<file path="config.mk">
export PLATFORM = sky130hd
export DESIGN_NAME = mem_arbiter
export DESIGN_NICKNAME = d
export VERILOG_FILES = /design/src/rtl/mem_arbiter.sv
export SDC_FILE = /design/constraint.sdc
export NUM_CORES = 1
export LEC_CHECK = 0
export ABC_CLOCK_PERIOD_IN_PS = 3400
export CAP_MARGIN = 20
export CORE_ASPECT_RATIO = 1.75
export CORE_UTILIZATION = 48
export CTS_CLUSTER_SIZE = 40
export DETAILED_ROUTE_END_ITERATION = 8
export GPL_TIMING_DRIVEN = 0
export PLACE_DENSITY_LB_ADDON = 0.25
export SYNTH_ARGS = -nofsm -noshare
export SYNTH_HDL_FRONTEND = slang
export SYNTH_SLANG_ARGS = --single-unit
</file>
<file path="constraint.sdc">
create_clock -name clk_i -period 3.4 [get_ports clk_i]
set_input_delay 0.68 -clock clk_i [delete_from_list [all_inputs] [get_ports clk_i]]
set_output_delay 0.68 -clock clk_i [all_outputs]
set_load 0.1 [all_outputs]
</file>
<file path="src/rtl/mem_arbiter.sv">
// Shared-memory arbiter between the IF and MEM pipeline stages.
// Data accesses win over fetches; the pipeline stalls until every pending requester is served.
module mem_arbiter #(
  parameter int unsigned TIMEOUT = 255
) (
  input  logic        clk_i,
  input  logic        rst_i,
  input  logic        if_req_i,
  input  logic [31:0] if_addr_i,
  output logic [31:0] if_rdata_o,
  input  logic        d_read_i,
  input  logic        d_write_i,
  input  logic [31:0] d_addr_i,
  input  logic [31:0] d_wdata_i,
  output logic [31:0] d_rdata_o,
  output logic        stall_o,
  output logic        mem_req_o,
  output logic        mem_we_o,
  output logic [31:0] mem_addr_o,
  output logic [31:0] mem_wdata_o,
  input  logic [31:0] mem_rdata_i,
  input  logic        mem_ack_i,
  output logic        err_o
);

  localparam int unsigned CntW = 10;

  typedef enum logic [1:0] {IDLE, D_ACC, I_ACC} state_t;

  state_t          state, stateNext;
  logic            dDone, iDone;
  logic [CntW-1:0] waitCnt;
  logic            dPend, iPend;
  logic            startD, startI;
  logic            timeoutHit, accDone;

  assign dPend      = (d_read_i | d_write_i) & ~dDone;
  assign iPend      = if_req_i & ~iDone;
  assign stall_o    = dPend | iPend;
  assign startD     = (state == IDLE) & dPend;
  assign startI     = (state == IDLE) & ~dPend & iPend;
  // Last allowed wait cycle without an ack force-completes the access.
  assign timeoutHit = ~mem_ack_i & (waitCnt == CntW'(TIMEOUT - 1));
  assign accDone    = mem_ack_i | timeoutHit;

  always_ff @(posedge clk_i or negedge rst_i) begin
    if (!rst_i) state <= IDLE;
    else        state <= stateNext;
  end

  always_comb begin
    stateNext = state;
    case (state)
      IDLE: begin
        if (dPend)      stateNext = D_ACC;
        else if (iPend) stateNext = I_ACC;
      end
      D_ACC, I_ACC: begin
        if (accDone) stateNext = IDLE;
      end
      default: stateNext = IDLE;
    endcase
  end

  // Memory-side request registers, held stable for the whole access.
  always_ff @(posedge clk_i or negedge rst_i) begin
    if (!rst_i) begin
      mem_req_o   <= 1'b0;
      mem_we_o    <= 1'b0;
      mem_addr_o  <= '0;
      mem_wdata_o <= '0;
      waitCnt     <= '0;
    end else begin
      mem_req_o <= (stateNext != IDLE);
      if (startD) begin
        mem_addr_o  <= d_addr_i;
        mem_wdata_o <= d_wdata_i;
        mem_we_o    <= d_write_i;
      end else if (startI) begin
        mem_addr_o <= if_addr_i;
        mem_we_o   <= 1'b0;
      end
      if (state == IDLE)   waitCnt <= '0;
      else if (!mem_ack_i) waitCnt <= waitCnt + CntW'(1);
    end
  end

  // Read-data capture, error flag and per-requester done flags.
  always_ff @(posedge clk_i or negedge rst_i) begin
    if (!rst_i) begin
      d_rdata_o  <= '0;
      if_rdata_o <= '0;
      err_o      <= 1'b0;
      dDone      <= 1'b0;
      iDone      <= 1'b0;
    end else begin
      if (state == D_ACC && accDone && !mem_we_o)
        d_rdata_o <= mem_ack_i ? mem_rdata_i : 32'h0;
      if (state == I_ACC && accDone)
        if_rdata_o <= mem_ack_i ? mem_rdata_i : 32'h0;
      if (state != IDLE && timeoutHit)
        err_o <= 1'b1;
      if (!stall_o) begin
        dDone <= 1'b0;
        iDone <= 1'b0;
      end else begin
        if (state == D_ACC && accDone) dDone <= 1'b1;
        if (state == I_ACC && accDone) iDone <= 1'b1;
      end
    end
  end

endmodule

</file>
==> run metrics <==
CP Launch Type primary input; IO Port Bufs 264; drt drc 0; CP arrival 2350 ps; required time of the critical path 2720 ps; H-Tree Depth 4; number of global-route vias before repair 6433; vias post-DR 6008; commonest non-fill, non-tap cell in the layout clkdlybuf4s50_1; WL final 20590 µm; RePlAce Congestion 0.8291; clk sinks 145; synthesized flop and latch total 145; Worst Skew 14.70 ps; Core Box Area 14370 µm²; area of the multi-input gates 3173 µm²; Mapped Cells 621; IO Count 266; Layout Nets 1045; fmax 330.3 MHz; starting DRC count in detailed routing 362; GRT Overall Usage 28.22%; CP Max Fanout 10; DR WL/cell 18.75 µm; Final ANT Viol Nets 0; Unique masters post-synth 43; Hold Crit Class in -> async; first-pass GRT wire length 32730 µm; Die Width 93.65 µm; Max-slew headroom 27.25%; total die area 15210 µm²; largest net degree at the start of global routing 77; hold buffers post-CTS 0; pre-CTS WS -258.9 ps; Diodes inserted 0; Clock Path Buffers 2; syn avg cell area 11.36 µm²; final clock period utilization by the worst path 89.04%; share of layout cells above drive strength 1 16.56%; setup_tns 0 ps; unrepaired setup endpoints after global routing no; worst slew pin tran 1088 ps; Critical Path Sink Type primary output; Crit. Startpoint d_read_i; Storage cell area 3628 µm²; Post-synth ARST share 100.0%; RR Startpoint state[0]; crit path time final 3027 ps; final hold viol count 0; Core Rows 58; Worst-Skew Late Latency 420 ps; clock slew at reported path FFs 70 ps; cell area after synthesis 7056 µm²; status complete, no violations; Final setup viols 0; grt total ovfl 0; maxcap violations 0; clk root buf clkbuf_16; P&R area growth vs syn 49.18%; Ys Warns 0; most frequent cells in the layout 262 x clkdlybuf4s50_1, 145 x dfrtp_1, 89 x mux2_2, 72 x a21oi_1, 70 x o21ai_0; dpl hpwl 15560 µm; Worst Setup Path Type in -> out; Starting Density 49.10%; Num CTS Buffers 17; Setup WS post-layout 372.8 ps; drt pass-1 iters 5; Via-to-Cell Ratio 5.472; sequential area share after synthesis 51.43%; Syn Nets 761; TritonCTS clock tree built; initial antenna violation count 0; number of synthesized flops with an enable pin 0; die span in y 162.4 µm; Fillers 1071; top_reg_cell synth dfrtp_1; fin. max-slew vios 0
## critical path, stage by stage
cell and delay, ps:
clkdlybuf4s50_1 450, o21ba_4 240, buf_6 150, buf_6 150, or2_2 290, clkbuf_2 380
## cell usage after synthesis (2+ instances only)
cell | count | area (µm²)
dfrtp_1 | 145 | 3628
o22ai_1 | 2 | 12.51
nand2b_1 | 65 | 406.6
inv_1 | 5 | 18.77
or3_1 | 4 | 25.02
o21ai_0 | 70 | 350.3
and4b_1 | 32 | 320.3
ha_1 | 6 | 75.07
mux2_1 | 3 | 33.78
xor2_1 | 3 | 26.28
a21oi_1 | 72 | 360.4
o31ai_1 | 2 | 15.01
nor2b_1 | 36 | 225.2
a32o_1 | 2 | 20.02
nand3b_1 | 2 | 15.01
clkbuf_2 | 3 | 15.01
clkbuf_1 | 29 | 108.9
buf_1 | 2 | 7.510
nand4b_1 | 2 | 17.52
buf_6 | 5 | 56.30
mux2_4 | 5 | 75.07
buf_2 | 8 | 40.04
mux2_2 | 89 | 1002
nor2_1 | 10 | 37.54
## metrics by stage
stage / hold slack (ps) / util (%) / cells / cell area, µm²
finish: 276.7 / 73.25 / 1098 / 10530
global route: 323.7 / 73.25 / 1098 / 10530
CTS: 289.4 / 73.28 / 1098 / 10530
detailed placement: 447.1 / 69.26 / 1066 / 9952
global placement: 449.4 / 69.06 / 1065 / 9923
floorplan: 384.4 / - / 621 / 7056
## registers in the layout (all words and copies together) (netlist names)
register     count
mem_wdata_o     32
waitCnt         10
iDone            1
mem_we_o         1
if_rdata_o      32
dDone            1
mem_addr_o      32
d_rdata_o       32
err_o            1
mem_req_o        1
state            2
## layer usage
layer  routed length (µm)  vias up  share of wire, %  GRT usage (%)
met3                 1679       52               8.2          9.617
met2                11180      271                54          50.87
met1                 7070     2915                34          28.86
met5                    0        -                 0              0
met4                  658        0               3.2          12.94
li1                     -     2770                 -              -
## path summary, 6_finish.rpt
check                           endpoint  slack (ps)  cells past startpoint
setup / recovery                 stall_o         370                      6
hold / removal              d_rdata_o[6]         280                      1
setup reg to reg           if_rdata_o[5]        1360                      7
hold reg to reg                    err_o         460                      1
max in group asynchronous  mem_addr_o[4]        2270                      2
min in group clk_i                 err_o         460                      1
## repair_timing
action / 4_1_cts / 5_1_grt
buffers inserted: 0 / 0
endpoints found under the setup margin: 1 / 1
gates resized for setup: 1 / 2
## cell type report
cell class	instances	share of cell area [%]
timing repair buffer	265	25.33
buffer	48	2.235
clock buffer	18	4.173
inverter	5	0.1783
clock inverter	14	1.320
sequential	145	34.47
tap	180	2.140
multi-input combinational	423	30.15
## cells by family (layout without fill, tap and decap cells)
logic type               count (synthesis)  after routing  share of synthesized area [%]
AO/OA/AOI/OAI                          154            154                          11.65
flip-flops                             145            145                          51.43
XOR/XNOR                                 4              4                         0.4966
buffers and inverters                   53            350                          3.600
adder cells (fa/ha/maj)                  6              6                          1.064
AND/OR/NAND/NOR                        162            162                          16.01
multiplexers                            97             97                          15.75
Power is not shown: default switching activity piles up to over one toggle a cycle in this logic, so the estimate is an artifact.
